--- src/rtl/matrix_pkg.sv ---
// Shared types and defaults for the result transmit path.
// RESULT_CHECKSUM_EN adds the CSUM state used for the trailing XOR byte.
package matrix_pkg;

    localparam int MAX_N_DEFAULT = 8;
    localparam int RES_W_DEFAULT = 16;

    typedef enum logic [2:0] {
        IDLE,
        FETCH,
        LOAD,
        SEND,
        ACK,
        DRAIN,
`ifdef RESULT_CHECKSUM_EN
        CSUM,
`endif
        DONE
    } tx_state_t;

    // Bytes carried by one result element (RES_W must be a multiple of 8).
    function automatic int bytes_per_elem(input int res_w);
        return res_w / 8;
    endfunction

endpackage

--- src/rtl/result_sender_if.sv ---
// Result-buffer read port and UART TX byte handshake seen by result_sender.
interface result_sender_if
    import matrix_pkg::*;
#(
    parameter int AW    = 6,
    parameter int RES_W = RES_W_DEFAULT
);
    logic             rd_en;
    logic [AW-1:0]    rd_addr;
    logic [RES_W-1:0] rd_data;
    logic             tx_start;
    logic [7:0]       tx_data;
    logic             tx_busy;

    modport master (
        output rd_en, rd_addr, tx_start, tx_data,
        input  rd_data, tx_busy
    );

    modport slave (
        input  rd_en, rd_addr, tx_start, tx_data,
        output rd_data, tx_busy
    );
endinterface

--- src/rtl/result_sender.sv ---
// Reads the NxN result matrix row-major and streams it MSB byte first to the UART.
// Define RESULT_CHECKSUM_EN to append an XOR checksum byte to every valid frame.
module result_sender
    import matrix_pkg::*;
#(
    parameter int MAX_N = MAX_N_DEFAULT,
    parameter int RES_W = RES_W_DEFAULT,
    parameter int AW    = 6
) (
    input  logic                   clk,
    input  logic                   rst_n,
    input  logic                   start,
    input  logic [3:0]             matrix_size,
    result_sender_if.master        bus,
    output logic                   busy,
    output logic                   done,
    output logic                   err
);

    localparam int NB = bytes_per_elem(RES_W);
    localparam int BW = (NB > 1) ? $clog2(NB) : 1;

    tx_state_t        state;
    logic [AW:0]      elem_idx;
    logic [AW:0]      n_sq;
    logic [BW-1:0]    byte_idx;
    logic [RES_W-1:0] shreg;
    logic             in_csum;
`ifdef RESULT_CHECKSUM_EN
    logic [7:0]       csum;
`endif

    logic [AW:0]      size_ext;
    logic [AW:0]      next_elem;
    logic             last_byte;
    logic             size_bad;
    logic [RES_W-1:0] launch_src;
    logic [7:0]       launch_byte;
    logic             launch;

    always_comb begin
        size_ext    = (AW+1)'(matrix_size);
        next_elem   = elem_idx + (AW+1)'(1);
        last_byte   = (byte_idx == BW'(NB - 1));
        size_bad    = (matrix_size == 4'd0) || (32'(matrix_size) > MAX_N);
        launch_src  = (state == LOAD) ? bus.rd_data : shreg;
        launch_byte = launch_src[RES_W-1 -: 8];
        launch      = 1'b0;
        if (!bus.tx_busy) begin
            unique case (state)
                LOAD, SEND: launch = 1'b1;
                DRAIN:      launch = !in_csum && !last_byte;
                default:    launch = 1'b0;
            endcase
        end
    end

    always_ff @(posedge clk or negedge rst_n) begin
        if (!rst_n) begin
            state        <= IDLE;
            elem_idx     <= '0;
            n_sq         <= '0;
            byte_idx     <= '0;
            shreg        <= '0;
            in_csum      <= 1'b0;
            bus.rd_en    <= 1'b0;
            bus.rd_addr  <= '0;
            bus.tx_start <= 1'b0;
            bus.tx_data  <= '0;
            busy         <= 1'b0;
            done         <= 1'b0;
            err          <= 1'b0;
`ifdef RESULT_CHECKSUM_EN
            csum         <= '0;
`endif
        end else begin
            bus.tx_start <= 1'b0;
            done         <= 1'b0;
            err          <= 1'b0;

            unique case (state)
                IDLE: begin
                    if (start) begin
                        if (size_bad) begin
                            done  <= 1'b1;
                            err   <= (matrix_size != 4'd0);
                            state <= DONE;
                        end else begin
                            n_sq        <= size_ext * size_ext;
                            elem_idx    <= '0;
                            byte_idx    <= '0;
                            in_csum     <= 1'b0;
                            bus.rd_en   <= 1'b1;
                            bus.rd_addr <= '0;
                            busy        <= 1'b1;
                            state       <= FETCH;
`ifdef RESULT_CHECKSUM_EN
                            csum        <= '0;
`endif
                        end
                    end
                end

                FETCH: begin
                    bus.rd_en <= 1'b0;
                    state     <= LOAD;
                end

                LOAD: begin
                    shreg <= bus.rd_data;
                    state <= SEND;
                end

                SEND: state <= SEND;

                ACK: if (bus.tx_busy) state <= DRAIN;

                DRAIN: begin
                    if (!bus.tx_busy) begin
                        if (in_csum) begin
                            done  <= 1'b1;
                            busy  <= 1'b0;
                            state <= DONE;
                        end else if (!last_byte) begin
                            byte_idx <= byte_idx + BW'(1);
                            state    <= SEND;
                        end else begin
                            byte_idx <= '0;
                            elem_idx <= next_elem;
                            if (next_elem == n_sq) begin
`ifdef RESULT_CHECKSUM_EN
                                state <= CSUM;
`else
                                done  <= 1'b1;
                                busy  <= 1'b0;
                                state <= DONE;
`endif
                            end else begin
                                bus.rd_en   <= 1'b1;
                                bus.rd_addr <= next_elem[AW-1:0];
                                state       <= FETCH;
                            end
                        end
                    end
                end

`ifdef RESULT_CHECKSUM_EN
                CSUM: begin
                    shreg   <= RES_W'(csum) << (RES_W - 8);
                    in_csum <= 1'b1;
                    state   <= SEND;
                end
`endif

                DONE: state <= IDLE;

                default: state <= IDLE;
            endcase

            // A byte launches straight out of LOAD/SEND/DRAIN when the UART is idle,
            // overriding the case's next state so SEND only costs a cycle on a stall.
            if (launch) begin
                bus.tx_start <= 1'b1;
                bus.tx_data  <= launch_byte;
                shreg        <= launch_src << 8;
                state        <= ACK;
`ifdef RESULT_CHECKSUM_EN
                csum         <= csum ^ launch_byte;
`endif
            end
        end
    end

endmodule

--- src/flat_wrapper.sv ---
// flat-port wrapper written by rule: the top's interface ports become plain ports
module result_sender_flat import matrix_pkg::*;
#(
    parameter int MAX_N = MAX_N_DEFAULT,
    parameter int RES_W = RES_W_DEFAULT,
    parameter int AW    = 6
)
  (clk, rst_n, start, matrix_size, busy, done, err, bus_rd_en, bus_rd_addr, bus_tx_start, bus_tx_data, bus_rd_data, bus_tx_busy);
  result_sender_if #(.AW(AW), .RES_W(RES_W)) bus_i ();
  input  logic clk;
  input  logic rst_n;
  input  logic start;
  input  logic [3:0] matrix_size;
  output logic busy;
  output logic done;
  output logic err;
  output wire logic [$bits(bus_i.rd_en)-1:0] bus_rd_en;
  output wire logic [$bits(bus_i.rd_addr)-1:0] bus_rd_addr;
  output wire logic [$bits(bus_i.tx_start)-1:0] bus_tx_start;
  output wire logic [$bits(bus_i.tx_data)-1:0] bus_tx_data;
  input wire logic [$bits(bus_i.rd_data)-1:0] bus_rd_data;
  input wire logic [$bits(bus_i.tx_busy)-1:0] bus_tx_busy;
  assign bus_rd_en = bus_i.rd_en;
  assign bus_rd_addr = bus_i.rd_addr;
  assign bus_tx_start = bus_i.tx_start;
  assign bus_tx_data = bus_i.tx_data;
  assign bus_i.rd_data = bus_rd_data;
  assign bus_i.tx_busy = bus_tx_busy;
  result_sender #(.MAX_N(MAX_N), .RES_W(RES_W), .AW(AW)) u_core (.clk(clk), .rst_n(rst_n), .start(start), .matrix_size(matrix_size), .bus(bus_i), .busy(busy), .done(done), .err(err));
endmodule
--- config.mk ---
export PLATFORM = sky130hd
export DESIGN_NAME = result_sender_flat
export DESIGN_NICKNAME = d
export VERILOG_FILES = /design/src/rtl/matrix_pkg.sv /design/src/rtl/result_sender_if.sv /design/src/rtl/result_sender.sv /design/src/flat_wrapper.sv
export SDC_FILE = /design/constraint.sdc
export NUM_CORES = 1
export LEC_CHECK = 0
export CAP_MARGIN = 10
export CORE_UTILIZATION = 50
export CTS_BUF_LIST = sky130_fd_sc_hd__clkbuf_4
export DETAILED_ROUTE_END_ITERATION = 12
export PLACE_DENSITY = 0.79
export SYNTH_ARGS = -nofsm -noshare
export SYNTH_HDL_FRONTEND = slang
export SYNTH_SLANG_ARGS = --single-unit
export TNS_END_PERCENT = 100
--- constraint.sdc ---
create_clock -name clk -period 2.06 [get_ports clk]
set_clock_uncertainty 0.1 [all_clocks]
set_input_delay 0.515 -clock clk [delete_from_list [all_inputs] [get_ports clk]]
set_output_delay 0.515 -clock clk [all_outputs]
set_load 0.05 [all_outputs]
==> results.json <==
{
  "worst-setup-path-type": "flop to flop",
  "cts_max_path_buffers": 2,
  "grt_pass1_vias": 1989,
  "clkTransAtPathRegs_ps": 150,
  "initial_core_util_pct": 53.56,
  "ys.flop_type": "dfrtp_1",
  "viasPerCell": 5.549,
  "die_area_um2": 5520,
  "fin_crit_ps": 2039,
  "wl_per_cell_um": 15.45,
  "synth_edf_count": 0,
  "synthArstFlopShare_pct": 100.0,
  "ff2ff_path_depth": 6,
  "worst_skew_pair.late_latency_ps": 380,
  "netlist_top_cells_area": "dfrtp_1 50%, mux2i_1 9.2%, xnor2_1 3.4%",
  "drtAntennaViolNets": 0,
  "synth_nets": 273,
  "leakagePower_nw": 1.539,
  "finalWirelength_um": 5934,
  "setup_viol": 0,
  "final_cell_count_no_fill": 384,
  "syn_to_final_growth_pct": 32.50,
  "yosysUniqueCellTypes": 47,
  "die_h_um": 74.30,
  "finalHoldViolCount": 0,
  "power.share.sequential_pct": 35.2,
  "yosys_warnings": 0,
  "worst_ep_arrival_time_ps": 2250,
  "rsz0062_at_grt": "yes",
  "drive_gt1_share_pct": 25.24,
  "post_dp_cell_area_um2": 3269,
  "fin_tns_setup_ps": 0,
  "drt_first_pass_iters": 4,
  "fin_area_um2": 3463,
  "ys_ff_latch": 52,
  "drt_iter0_drc": 181,
  "core_area_um2": 4880,
  "numCtsBuffers": 5,
  "grt_pass1_wl_um": 9356,
  "grtUsageTotal_pct": 22.53,
  "numPortBuffers": 42,
  "slew_headroom_pct": 76.07,
  "power_density_nw_per_um2": 1307,
  "cap_viol_max_count": 0,
  "end_kind": "flop",
  "status": "complete, no violations",
  "required_ps": 2270,
  "htree_levels": 2,
  "synthDominantCellAreaShare_pct": 49.78,
  "dp_hpwl_um": 4100,
  "dr_total_vias": 2131,
  "ys_seq_area_share_pct": 49.78,
  "grt_antenna_before_repair": 0,
  "overflow": 0,
  "cts.sinks": 52,
  "tightest_slew_ps": 359.0,
  "p_sw_w": 0.001924,
  "grt_max_degree": 53,
  "fin_crit_sh_pct": 98.98,
  "clkPwrFrac_pct": 13.2,
  "setup.worst_path.start_class": "flop",
  "placed_cells": 373,
  "slew_violations": 0,
  "combPwrFrac_pct": 51.6,
  "final_nets": 344,
  "gp_congestion": 0.8238,
  "io_pins": 43,
  "syn_inst": 245,
  "cts_tree": "built",
  "synthesis.area_um2": 2614,
  "fp.dieW_um": 74.30,
  "num_rows": 25,
  "drc": 0,
  "fin_hold_ws_ps": 406.2,
  "swShare_pct": 42.48,
  "crit_fanout": 3,
  "avgSynthCellArea_um2": 10.67,
  "synth_area_leader_cell": "dfrtp_1",
  "fmax_mhz": 490.4,
  "p_int_w": 0.002604,
  "antenna_cells": 0,
  "max-vdd-ir-drop_mv": 0.7383,
  "whs_path_depth": 1,
  "cts_root_buf": "clkbuf_4",
  "hold_class": "flop to flop"
}
-- power groups by stage --
stage | Sequential, W | Combinational, W | Clock (W)
after global placement | 0.00159 | 0.00210 | 0
after floorplan | 0.00197 | 0.00110 | 0
after global routing | 0.00163 | 0.00252 | 0.000646
after detailed placement | 0.00160 | 0.00217 | 0
after CTS | 0.00158 | 0.00220 | 0.000606
final | 0.00159 | 0.00233 | 0.000598
-- through the flow --
| stage | setup slack, ps | utilization, % | power (W) |
|---|---|---|---|
| after CTS | -2.318 | 68.92 | 0.004391 |
| after floorplan | -42.14 | - | 0.003064 |
| after global placement | -333.5 | 67.00 | 0.003689 |
| after detailed placement | -392.8 | 67.00 | 0.003770 |
| after global routing | -65.66 | 70.97 | 0.004801 |
| final | 20.96 | 70.97 | 0.004528 |
-- routing by layer --
metal / vias to the layer above / routed length (um) / GRT usage [%]
met5: - / 0 / 0
met4: 0 / 72 / 7.128
met3: 7 / 315 / 4.472
met2: 72 / 2938 / 35.35
met1: 1024 / 2608 / 31.74
li1: 1028 / - / -
-- synthesized netlist by cell type, types with 2 or more instances --
cell type  number
nand2b_1        5
a22o_1          2
clkbuf_1        4
or2_1           2
o31ai_1         3
mux2i_1        24
nand3b_1        3
dfrtp_1        52
o21ai_0        15
xor2_1          4
mux2_2          2
nor2_1         22
nor2b_1         2
xnor2_1        10
a31oi_1         3
o22ai_1         2
nand2_1        13
ha_1            4
a21o_1          2
buf_2           9
a21oi_1        15
inv_1           2
and2_1          8
o2bb2ai_1       5
o211ai_1        2
nor3_1          3
nand3_1         6
o21ai_1         2
-- kinds of logic (layout without fill, tap and decap cells) --
logic type	after synthesis	in the layout	synth area share, %
AO/OA/AOI/OAI	61	61	15.61
XOR/XNOR	15	15	5.600
adder cells (fa/ha/maj)	4	4	1.915
buffers and inverters	16	88	3.016
flip-flops	52	52	49.78
multiplexers	26	26	10.05
AND/OR/NAND/NOR	71	71	14.03
-- sequential cells by signal (all words and copies together), names as in the netlist, 3 cells and up --
signal and count:
u_core.shreg 16, u_core.n_sq 6, u_core.elem_idx 7, u_core.state 3, u_core.bus.tx_data 8, u_core.bus.rd_addr 6
-- layout by cell type, fill, tap and decap left out, types with 3 or more instances in the layout --
cell type        count
o21ai_1              3
nand2b_1             5
nor3_1               3
mux2i_1             24
a21oi_1             15
nand3b_1             3
clkdlybuf4s50_1     19
dfrtp_1             52
nor2_1              22
nand3_1              5
o21ai_0             13
buf_4               52
dlymetal6s2s_1       3
xor2_1               4
a31oi_1              3
xnor2_1             10
clkbuf_4             5
and2_1               7
nand2_1             13
ha_1                 3
o2bb2ai_1            5
-- critical path, stage by stage, from the launching register on --
cell      delay (ps)
dfrtp_1          410
xor3_1           470
nor3_4           240
nand4b_4         150
or2_4            260
buf_4            150
o221ai_2         180
-- timing repair --
action | 4_1_cts | 5_1_grt
setup buffers | 0 | 2
hold buffers | 0 | 1
gates resized for setup | 1 | 18
endpoints found under the setup margin | 2 | 20
endpoints found under the hold margin | 0 | 9
pin swaps | 1 | 3
-- area by class of cell --
class | instances | area, um^2
inverters | 2 | 7.507
repair buffers | 78 | 673.1
multi-input cells | 177 | 1313
clock buffers | 5 | 37.54
clock inverters | 3 | 47.55
fillers | 376 | 1416
well taps | 67 | 83.83
flip-flops and latches | 52 | 1301
-- final timing paths --
kind | slack [ps] | to | startpoint
max in group asynchronous | 1080 | u_core.shreg[0]$_DFF_PN0_ | rst_n
worst min register to register | 410 | u_core.bus.rd_addr[4]$_DFFE_PN0P_ | u_core.bus.rd_addr[4]$_DFFE_PN0P_
min in group asynchronous | 540 | u_core.elem_idx[2]$_DFFE_PN0P_ | rst_n
worst max-delay path | 20 | u_core.state[2]$_DFFE_PN0P_ | u_core.n_sq[2]$_DFFE_PN0P_
worst min-delay path | 410 | u_core.bus.rd_addr[4]$_DFFE_PN0P_ | u_core.bus.rd_addr[4]$_DFFE_PN0P_
worst max register to register | 20 | u_core.state[2]$_DFFE_PN0P_ | u_core.n_sq[2]$_DFFE_PN0P_
Note: power is estimated with default switching activity, not from simulation.
